## src/rtl/ofdm_symbol_reorder_if.sv

```systemverilog
`timescale 1ns/1ps
`default_nettype none
// ============================================================================
//  Module   : ofdm_symbol_reorder_if
//  Purpose  : Avalon-ST sample stream (data, valid, ready, sop, eop).
//  Revision : 1.0  initial release
// ============================================================================
interface ofdm_symbol_reorder_if #(
    parameter int DATA_WIDTH = 32
);
    logic [DATA_WIDTH-1:0] data;
    logic                  valid;
    logic                  ready;
    logic                  startofpacket;
    logic                  endofpacket;

    modport master (
        output data, valid, startofpacket, endofpacket,
        input  ready
    );

    modport slave (
        input  data, valid, startofpacket, endofpacket,
        output ready
    );
endinterface
`default_nettype wire

```

## src/rtl/ofdm_symbol_reorder.sv

```systemverilog
`timescale 1ns/1ps
`default_nettype none
// ============================================================================
//  Module   : ofdm_symbol_reorder
//  Purpose  : Ping-pong symbol buffer; replays each symbol in bit-reversed
//             order when OFDM_REORDER_BITREV_EN is defined, natural otherwise.
//  Revision : 1.0  initial release
// ============================================================================
module ofdm_symbol_reorder #(
    parameter int OFDM_SYMBOL_LENGTH = 64,
    parameter int ADDR_WIDTH         = 6
) (
    input  wire logic              clock_clk,
    input  wire logic              reset_reset,
    ofdm_symbol_reorder_if.slave   asi_in0,
    ofdm_symbol_reorder_if.master  aso_out0,
    output logic                   overflow_pulse,
    output logic                   framing_error_pulse
);

    localparam logic [ADDR_WIDTH-1:0] c_last = ADDR_WIDTH'(OFDM_SYMBOL_LENGTH - 1);

    typedef enum logic [1:0] {
        W_IDLE = 2'd0,
        W_FILL = 2'd1,
        W_DROP = 2'd2
    } wstate_t;

    typedef enum logic [0:0] {
        R_IDLE   = 1'b0,
        R_STREAM = 1'b1
    } rstate_t;

    wstate_t               r_wstate;
    rstate_t               r_rstate;
    logic [1:0]            r_full;
    logic                  r_wptr;
    logic                  r_rptr;
    logic [ADDR_WIDTH-1:0] r_wcnt;
    logic [ADDR_WIDTH-1:0] r_rcnt;
    logic                  r_rdone;
    logic [31:0]           r_mem [0:2*OFDM_SYMBOL_LENGTH-1];

    logic                  w_we;
    logic [ADDR_WIDTH-1:0] w_waddr;
    logic [ADDR_WIDTH-1:0] w_raddr;
    logic                  w_commit;
    logic                  w_free;
    logic                  w_load;

    // Upstream has no backpressure; ready is tied high for completeness.
    assign asi_in0.ready = 1'b1;

`ifdef OFDM_REORDER_BITREV_EN
    for (genvar gi = 0; gi < ADDR_WIDTH; gi++) begin : g_bitrev
        assign w_raddr[gi] = r_rcnt[ADDR_WIDTH-1-gi];
    end
`else
    assign w_raddr = r_rcnt;
`endif

    always_comb begin
        w_we     = 1'b0;
        w_waddr  = r_wcnt;
        w_commit = 1'b0;
        if (asi_in0.valid) begin
            case (r_wstate)
                W_IDLE: begin
                    if (asi_in0.startofpacket && !r_full[r_wptr]) begin
                        w_we    = 1'b1;
                        w_waddr = '0;
                    end
                end
                W_FILL: begin
                    w_we = 1'b1;
                    if (asi_in0.startofpacket) begin
                        w_waddr = '0;
                    end else if (r_wcnt == c_last) begin
                        w_commit = 1'b1;
                    end
                end
                default: ;
            endcase
        end
    end

    assign w_free = (r_rstate == R_STREAM) && aso_out0.valid && aso_out0.ready
                    && aso_out0.endofpacket;
    assign w_load = !aso_out0.valid || aso_out0.ready;

    always_ff @(posedge clock_clk) begin
        if (w_we) begin
            r_mem[{r_wptr, w_waddr}] <= asi_in0.data;
        end
    end

    // Commit targets a free bank and release targets a full one, so they never collide.
    always_ff @(posedge clock_clk or posedge reset_reset) begin
        if (reset_reset) begin
            r_full <= 2'b00;
        end else begin
            r_full <= (r_full | (w_commit ? (2'b01 << r_wptr) : 2'b00))
                      & ~(w_free ? (2'b01 << r_rptr) : 2'b00);
        end
    end

    always_ff @(posedge clock_clk or posedge reset_reset) begin
        if (reset_reset) begin
            r_wstate            <= W_IDLE;
            r_wptr              <= 1'b0;
            r_wcnt              <= '0;
            overflow_pulse      <= 1'b0;
            framing_error_pulse <= 1'b0;
        end else begin
            overflow_pulse      <= 1'b0;
            framing_error_pulse <= 1'b0;
            if (asi_in0.valid) begin
                case (r_wstate)
                    W_IDLE: begin
                        if (asi_in0.startofpacket) begin
                            if (r_full[r_wptr]) begin
                                overflow_pulse <= 1'b1;
                                r_wstate       <= W_DROP;
                            end else begin
                                r_wcnt   <= ADDR_WIDTH'(1);
                                r_wstate <= W_FILL;
                            end
                        end
                    end
                    W_FILL: begin
                        if (asi_in0.startofpacket) begin
                            framing_error_pulse <= 1'b1;
                            r_wcnt              <= ADDR_WIDTH'(1);
                        end else if (r_wcnt == c_last) begin
                            framing_error_pulse <= !asi_in0.endofpacket;
                            r_wptr              <= ~r_wptr;
                            r_wstate            <= W_IDLE;
                        end else if (asi_in0.endofpacket) begin
                            framing_error_pulse <= 1'b1;
                            r_wstate            <= W_IDLE;
                        end else begin
                            r_wcnt <= r_wcnt + ADDR_WIDTH'(1);
                        end
                    end
                    W_DROP: begin
                        if (asi_in0.endofpacket) begin
                            r_wstate <= W_IDLE;
                        end
                    end
                    default: r_wstate <= W_IDLE;
                endcase
            end
        end
    end

    always_ff @(posedge clock_clk or posedge reset_reset) begin
        if (reset_reset) begin
            r_rstate               <= R_IDLE;
            r_rptr                 <= 1'b0;
            r_rcnt                 <= '0;
            r_rdone                <= 1'b0;
            aso_out0.valid         <= 1'b0;
            aso_out0.data          <= '0;
            aso_out0.startofpacket <= 1'b0;
            aso_out0.endofpacket   <= 1'b0;
        end else begin
            case (r_rstate)
                R_IDLE: begin
                    if (r_full[r_rptr]) begin
                        r_rstate <= R_STREAM;
                        r_rcnt   <= '0;
                        r_rdone  <= 1'b0;
                    end
                end
                R_STREAM: begin
                    if (w_free) begin
                        aso_out0.valid         <= 1'b0;
                        aso_out0.startofpacket <= 1'b0;
                        aso_out0.endofpacket   <= 1'b0;
                        r_rptr                 <= ~r_rptr;
                        r_rstate               <= R_IDLE;
                    end else if (w_load && !r_rdone) begin
                        aso_out0.data          <= r_mem[{r_rptr, w_raddr}];
                        aso_out0.valid         <= 1'b1;
                        aso_out0.startofpacket <= (r_rcnt == '0);
                        aso_out0.endofpacket   <= (r_rcnt == c_last);
                        r_rdone                <= (r_rcnt == c_last);
                        r_rcnt                 <= r_rcnt + ADDR_WIDTH'(1);
                    end
                end
                default: r_rstate <= R_IDLE;
            endcase
        end
    end

endmodule
`default_nettype wire
```

## src/flat_wrapper.sv

```systemverilog
// flat-port wrapper written by rule: the top's interface ports become plain ports
module ofdm_symbol_reorder_flat 
#(
    parameter int OFDM_SYMBOL_LENGTH = 64,
    parameter int ADDR_WIDTH         = 6
)
  (clock_clk, reset_reset, overflow_pulse, framing_error_pulse, asi_in0_data, asi_in0_valid, asi_in0_startofpacket, asi_in0_endofpacket, asi_in0_ready, aso_out0_data, aso_out0_valid, aso_out0_startofpacket, aso_out0_endofpacket, aso_out0_ready);
  ofdm_symbol_reorder_if asi_in0_i ();
  ofdm_symbol_reorder_if aso_out0_i ();
  input  wire logic clock_clk;
  input  wire logic reset_reset;
  output logic overflow_pulse;
  output logic framing_error_pulse;
  input wire logic [$bits(asi_in0_i.data)-1:0] asi_in0_data;
  input wire logic [$bits(asi_in0_i.valid)-1:0] asi_in0_valid;
  input wire logic [$bits(asi_in0_i.startofpacket)-1:0] asi_in0_startofpacket;
  input wire logic [$bits(asi_in0_i.endofpacket)-1:0] asi_in0_endofpacket;
  output wire logic [$bits(asi_in0_i.ready)-1:0] asi_in0_ready;
  output wire logic [$bits(aso_out0_i.data)-1:0] aso_out0_data;
  output wire logic [$bits(aso_out0_i.valid)-1:0] aso_out0_valid;
  output wire logic [$bits(aso_out0_i.startofpacket)-1:0] aso_out0_startofpacket;
  output wire logic [$bits(aso_out0_i.endofpacket)-1:0] aso_out0_endofpacket;
  input wire logic [$bits(aso_out0_i.ready)-1:0] aso_out0_ready;
  assign asi_in0_i.data = asi_in0_data;
  assign asi_in0_i.valid = asi_in0_valid;
  assign asi_in0_i.startofpacket = asi_in0_startofpacket;
  assign asi_in0_i.endofpacket = asi_in0_endofpacket;
  assign asi_in0_ready = asi_in0_i.ready;
  assign aso_out0_data = aso_out0_i.data;
  assign aso_out0_valid = aso_out0_i.valid;
  assign aso_out0_startofpacket = aso_out0_i.startofpacket;
  assign aso_out0_endofpacket = aso_out0_i.endofpacket;
  assign aso_out0_i.ready = aso_out0_ready;
  ofdm_symbol_reorder #(.OFDM_SYMBOL_LENGTH(OFDM_SYMBOL_LENGTH), .ADDR_WIDTH(ADDR_WIDTH)) u_core (.clock_clk(clock_clk), .reset_reset(reset_reset), .asi_in0(asi_in0_i), .aso_out0(aso_out0_i), .overflow_pulse(overflow_pulse), .framing_error_pulse(framing_error_pulse));
endmodule
```

## config.mk

```make
export PLATFORM = sky130hd
export DESIGN_NAME = ofdm_symbol_reorder_flat
export DESIGN_NICKNAME = d
export VERILOG_FILES = /design/src/rtl/ofdm_symbol_reorder_if.sv /design/src/rtl/ofdm_symbol_reorder.sv /design/src/flat_wrapper.sv
export SDC_FILE = /design/constraint.sdc
export NUM_CORES = 2
export LEC_CHECK = 0
export CORE_MARGIN = 5
export CORE_UTILIZATION = 25
export CTS_CLUSTER_SIZE = 8
export DETAILED_ROUTE_END_ITERATION = 8
export GPL_ROUTABILITY_DRIVEN = 0
export PLACE_DENSITY = 0.45
export SYNTH_ARGS = -nofsm -noshare
export SYNTH_HDL_FRONTEND = slang
export SYNTH_SLANG_ARGS = --single-unit
```

## constraint.sdc

```tcl
create_clock -name clock_clk -period 6.66 [get_ports clock_clk]
set_clock_uncertainty 0.1 [all_clocks]
set_input_delay 0.999 -clock clock_clk [delete_from_list [all_inputs] [get_ports clock_clk]]
set_output_delay 0.999 -clock clock_clk [all_outputs]
set_load 0.03 [all_outputs]
```

-- After elaboration in Yosys (flattened, before gate mapping)
Memories as Yosys holds them, arrays and structs flattened. A register that Yosys moved wholly into a read port is not among the register bits.
Cells that the tools add are included.
- $add $sub $neg: 2
- magnitude comparators: 2
- equal/unequal tests: 12
- shifts and indexed selects: 2
- mux-type cells: 56
- bitwise logic cells: 8
- reduce and logical (&&, ||, !) cells: 21
- operators by type and width (operator ; number):
    two-way mux 6 bit ; 11
    case mux 6 bit (2 select lines) ; 3
    two-way mux 1 bit ; 31
    two-way mux 2 bit ; 7
    adder 6 x 1 -> 6 bit, second input constant ; 2
    == test 6 bit, second input constant ; 2
    != test 2 bit, second input constant ; 5
    AND reduction 3 bit ; 3
    logical NOT 6 bit ; 1
    != test 3 bit, second input constant ; 2
    case mux 1 bit (2 select lines) ; 3
    case mux 2 bit (3 select lines) ; 1
    AND reduction 6 bit ; 1
    logical AND 1 bit ; 5
    NOT 1 bit ; 5
    logical NOT 1 bit ; 4
    less-than comparator 1 x 2 -> 1 bit, second input constant ; 2
    AND reduction 2 bit ; 2
    AND reduction 4 bit ; 1
    nonzero test 2 bit ; 2
    left shift 1 x 1 -> 2 bit, first input constant ; 2
    bitwise AND 2 bit ; 1
    == test 2 x 1 -> 1 bit, second input constant ; 1
    == test 2 bit, second input constant ; 1
    other kinds (5) ; 5
- bits in registers: 25
- RAM bits: 4096
- input port bits: 38
- output and inout port bits: 38
- word-level logic and storage cells: 117
- memories kept: 1
- memory list (name ; words ; width ; rd ports ; clocked after Yosys merged registers in ; wr ports ; RTL line ; text):
    u_core.r_mem ; 128 ; 32 ; 1 ; 1 ; 1 ; ofdm_symbol_reorder.sv:42 ; logic [31:0] r_mem [0:2*OFDM_SYMBOL_LENGTH-1];

-- Depth between registers and ports, before layout
- word-level depth: 9
- gate-level depth with buffers: 13
- depth with buffers taken out: 8

-- Worst setup path before layout
Ideal clock, no wire load.
- path kind: input to register
- from: input asi_in0_valid
- to: memory u_core.r_mem[121][0], enable pin
- setup time: 0.421 ns
- data arrival time: 3.560 ns
- data required time: 6.139 ns
- slack: 2.579 ns
- stages: 7
- path buffers: 1
- cells stage by stage: nor2b_1 > nand2_1 > or2_2 > o21ai_0 > nand3_1 > clkbuf_1 > nor2_1
- longest elaborated chain between the ends: 3
- elaborated cells on any way between the ends: 4
- those cells by class: 4 x mux
- RTL lines (item ; RTL line ; text):
    start, declared ; flat_wrapper.sv:15 ; input wire logic [$bits(asi_in0_i.valid)-1:0] asi_in0_valid;
    two-way mux 1 bit ; ofdm_symbol_reorder.sv:66 ; if (asi_in0.valid) begin
    two-way mux 1 bit ; ofdm_symbol_reorder.sv:92 ; if (w_we) begin
    two-way mux 1 bit (implied by the code) ; ofdm_symbol_reorder.sv:93 ; r_mem[{r_wptr, w_waddr}] <= asi_in0.data;
    end, declared ; ofdm_symbol_reorder.sv:42 ;
Parallel ways exist; a longest one is shown, timed or not.

==> key figures <==
Die
  – Die span in y: between 800 and 900 um
  – Row count: 294
  – Initial standard-cell utilization of the core: 25.1%
  – Core area: roughly 640000 um^2
  – Number of top-level pins: 76
  – Die area: 658000 um^2
  – Overall die width: 811 um

Global routing
  – Largest net degree at the start of global routing: 129
  – Overall routing resource usage: 16.7%
  – Residual overflow from global routing: 0
  – Number of global-route vias before repair: 82632
  – Wire length of the first global-routing pass: 757 mm
  – Antenna violations before repair: 80

Timing
  – FMAX: 173 MHz
  – Final worst-path cycle share: ~87%
  – Setup Total Neg Slack: 0 ns
  – Number of endpoints failing setup at the final stage: 0
  – Final count of hold timing violations: 0
  – Tightest Pin Transition: 1.77 ns
  – Unrepaired setup endpoints after global routing: no
  – Minimum clock period: ~5.8 ns
  – Count of final max-slew check failures: 8
  – Max-slew headroom at the worst pin: -18.0%

Yosys
  – Adder-cell share of the synthesized area: 0.0234%
  – Fraction of post-synthesis cell area in the top cell type by area: 76.6%
  – Post-synth design cell area: 160000 um^2
  – Number of nets produced by synthesis: about 7400
  – Number of synthesized register bits: 4153
  – Post-synthesis cell count: roughly 7400
  – Fraction of synthesized cell area in xor and xnor cells: 0.0491%
  – Yosys warning count: 0
  – Main combinational cell family by area after synthesis: multiplexers
  – Cell type with the largest total area after synthesis: sky130_fd_sc_hd__edfxtp_1
  – Netlist cell types: 80
  – Sequential fraction of the synthesis area: 77.5%
  – Synth async-reset ratio: 1.37%
  – Synth Area in Simple Gates: ~1.7%
  – Share of synthesized area spent on multiplexers: 15.6%
  – Leading post-synthesis cells by cell area: sky130_fd_sc_hd__edfxtp_1, sky130_fd_sc_hd__mux4_2, sky130_fd_sc_hd__mux2i_1
  – Synth Flop Type: sky130_fd_sc_hd__edfxtp_1
  – Number of synthesized flops with an enable pin: 4096
  – Synthesized area divided by synthesized cell count: about 22 um^2
  – Compound-gate portion of the synthesized area: roughly 3.2%

Min path
  – Hold path cells: 1
  – Hold/Removal Path Class: in -> reg
  – Origin of the worst min-delay path: asi_in0_data[7]
  – Hold path endpoint: u_core.r_mem[89][7]

Status
  – Run status: finished, violations left
  – Violations in the final reports: capacitance limit, slew limit

Final layout
  – Proportion of layout cells with a drive suffix above 1: between 20% and 30%
  – Core Util, Final: 29.6%
  – Most used cells in the layout excluding fill and tap cells: sky130_fd_sc_hd__edfxtp_1, sky130_fd_sc_hd__mux4_2, sky130_fd_sc_hd__clkbuf_16
  – Most common cell after layout, fill and taps aside: sky130_fd_sc_hd__edfxtp_1
  – Number of nets in the layout: a little over 8000
  – Area grow syn2layout: 18.3%

Clock tree
  – Cts repair resizes: 0
  – Clock latency on the worst-skew pair: 1.04 ns
  – CTS HTree Levels: 6
  – Root buffer cell: sky130_fd_sc_hd__clkbuf_16
  – Clock tree from TritonCTS: yes
  – Inserted Clock Buffers: 591
  – Cts-stage hold buffer count: 0
  – Worst-path clk slew: 0.05 ns
  – Max Buffers Root-to-Sink: 4
  – Post-CTS setup buffers: 0
  – Number of sinks handled by clock tree synthesis: 4153

Drt
  – DRT Pass-1 Iters: 5
  – Routed Wire Length: 566 mm
  – Wire length per cell after detailed routing: 33.8 um
  – Vias: ~82000
  – Number of remaining DRC errors: 0
  – Detail-routed via count per cell: between 4 and 5
  – Iter 0 DRT Violations: approximately 11000
  – Remaining antenna violation count: 0

Worst setup path
  – FF-to-FF path depth: 9
  – Worst R2R Setup Slack: 0.89 ns
  – Class of the most critical setup path: reg -> reg
  – Kind of end point of the critical path: flip-flop
  – Kind of start point of the critical path: flip-flop
  – Capture point of the worst reg-to-reg path: u_core.aso_out0.data[30]
  – Required time reported for the critical path endpoint: 7.48 ns
  – Peak fanout along the critical path: 51
  – Crit path arrival time: 6.58 ns
  – Reg-to-reg critical path startpoint: u_core.r_rcnt[0]

Power and ir drop
  – Ratio of total power to cell area: around 300 nW/um^2
  – Leak Pwr: ~56 nW
  – Maximum vdd drop: 297 uV

Placed design
  – Buffers on Ports: 74
  – Detail Placement HPWL: 357 mm

Job
  – Max capacitance violation total: 3
[how the worst max path moves through the flow]
stage                                start                       end  slack, ns  depth (start not counted)
after CTS                 u_core.r_rcnt[0]  u_core.aso_out0.data[30]       1.30                          9
after global placement       asi_in0_valid       u_core.r_mem[4][12]       0.59                          7
after detailed placement     asi_in0_valid      u_core.r_mem[96][12]       0.67                          8
final                     u_core.r_rcnt[0]  u_core.aso_out0.data[30]       0.89                          9
after floorplan              asi_in0_valid      u_core.r_mem[121][0]       2.58                          7
after global routing      u_core.r_rcnt[0]   u_core.aso_out0.data[4]       1.28                          8
[per-stage QoR]
stage / setup slack (ns) / total power, mW / std cells / cell area (um^2) / hold WS [ns]
finish: 0.893 / 57.2 / 16757 / 190000 / 0.175
global route: 1.28 / 58.8 / 16738 / 190000 / 0.102
CTS: 1.30 / 57.7 / 16731 / 190000 / 0.0757
detailed placement: 0.671 / 30.4 / 16006 / 173000 / 0.426
global placement: 0.589 / 30.4 / 16004 / 173000 / 0.403
floorplan: 2.58 / 29.5 / 7394 / 160000 / 0.381
[synth_stat cells (12+ instances only)]
| cell | instances |
|---|---|
| sky130_fd_sc_hd__a21oi_1 | 164 |
| sky130_fd_sc_hd__o21ai_0 | 103 |
| sky130_fd_sc_hd__buf_1 | 13 |
| sky130_fd_sc_hd__inv_1 | 13 |
| sky130_fd_sc_hd__clkbuf_8 | 12 |
| sky130_fd_sc_hd__clkbuf_1 | 125 |
| sky130_fd_sc_hd__nor2b_1 | 22 |
| sky130_fd_sc_hd__a31oi_1 | 27 |
| sky130_fd_sc_hd__a22oi_1 | 103 |
| sky130_fd_sc_hd__mux2i_1 | 482 |
| sky130_fd_sc_hd__edfxtp_1 | 4096 |
| sky130_fd_sc_hd__dfrtp_1 | 57 |
| sky130_fd_sc_hd__nand3_1 | 56 |
| sky130_fd_sc_hd__buf_2 | 129 |
| sky130_fd_sc_hd__buf_6 | 53 |
| sky130_fd_sc_hd__buf_4 | 39 |
| sky130_fd_sc_hd__mux4_1 | 23 |
| sky130_fd_sc_hd__buf_8 | 39 |
| sky130_fd_sc_hd__a211oi_1 | 42 |
| sky130_fd_sc_hd__o22ai_1 | 66 |
| sky130_fd_sc_hd__mux4_2 | 836 |
| sky130_fd_sc_hd__nand2_1 | 220 |
| sky130_fd_sc_hd__nand2b_1 | 15 |
| sky130_fd_sc_hd__nor4_1 | 14 |
| sky130_fd_sc_hd__nor2_1 | 220 |
| sky130_fd_sc_hd__nand4_1 | 18 |
| sky130_fd_sc_hd__o221ai_1 | 48 |
| sky130_fd_sc_hd__o31ai_1 | 16 |
| sky130_fd_sc_hd__mux2_2 | 64 |
| sky130_fd_sc_hd__o211ai_1 | 13 |
| sky130_fd_sc_hd__nor3_1 | 36 |
| sky130_fd_sc_hd__a221oi_1 | 65 |
[kinds of logic (layout without fill, tap and decap cells)]
logic type / after synthesis / in the layout
flops: 4153 / 4153
buf+inv: 435 / 1189
mux: 1405 / 1405
fa+ha+maj: 3 / 3
compound gates: 749 / 749
other cells: 1 / 26
simple gates: 639 / 639
xor+xnor: 9 / 9
[critical path: stages (launching register included)]
cell and delay [ns]:
sky130_fd_sc_hd__dfrtp_4 0.81, sky130_fd_sc_hd__buf_12 0.37, sky130_fd_sc_hd__nor2b_4 0.69, sky130_fd_sc_hd__buf_4 0.47, sky130_fd_sc_hd__a22oi_1 0.15, sky130_fd_sc_hd__a221oi_1 1.41
sky130_fd_sc_hd__buf_4 0.30, sky130_fd_sc_hd__a311oi_1 0.13, sky130_fd_sc_hd__a211oi_2 0.93, sky130_fd_sc_hd__o31ai_1 0.16
[sequential cells by signal (all words and copies together) (netlist names)]
register                       count
u_core.r_mem                    4096
u_core.aso_out0.data              32
u_core.r_rcnt                      6
u_core.r_wcnt                      6
u_core.r_full                      2
u_core.r_wstate                    2
u_core.aso_out0.endofpacket        1
u_core.aso_out0.startofpacket      1
u_core.aso_out0.valid              1
u_core.framing_error_pulse         1
u_core.overflow_pulse              1
u_core.r_rdone                     1
u_core.r_rptr                      1
u_core.r_rstate                    1
u_core.r_wptr                      1
[area by class of cell]
| class | count | area, um^2 |
|---|---|---|
| flip-flops and latches | 4153 | 124000 |
| well taps | 8584 | 10700 |
| clock inverters | 49 | 900 |
| inverters | 15 | 68.8 |
| clock buffers | 676 | 15400 |
| fillers | 61967 | 451000 |
| repair buffers | 449 | 3980 |
| multi-input cells | 2806 | 34200 |
| diodes | 25 | 62.6 |
[metal layers]
metal / vias to the layer above / part of all wire [%] / GRT usage, % / wire, um
li1: 32306 / - / - / -
met1: 45150 / 42 / 22.8 / 236000
met2: 3949 / 46 / 26.0 / 259000
met3: 855 / 8.2 / 3.64 / 46600
met4: 22 / 4.4 / 6.58 / 25100
met5: - / 0.028 / 0 / 156
[power breakdown]
part | internal (mW) | switching [mW] | total, mW
Clock | 16.2 | 11.1 | 27.3
Combinational | 0.105 | 0.865 | 0.970
Sequential | 28.9 | 0.0291 | 28.9
Total | 45.2 | 11.9 | 57.2
Note: power is estimated with default switching activity, not from simulation.
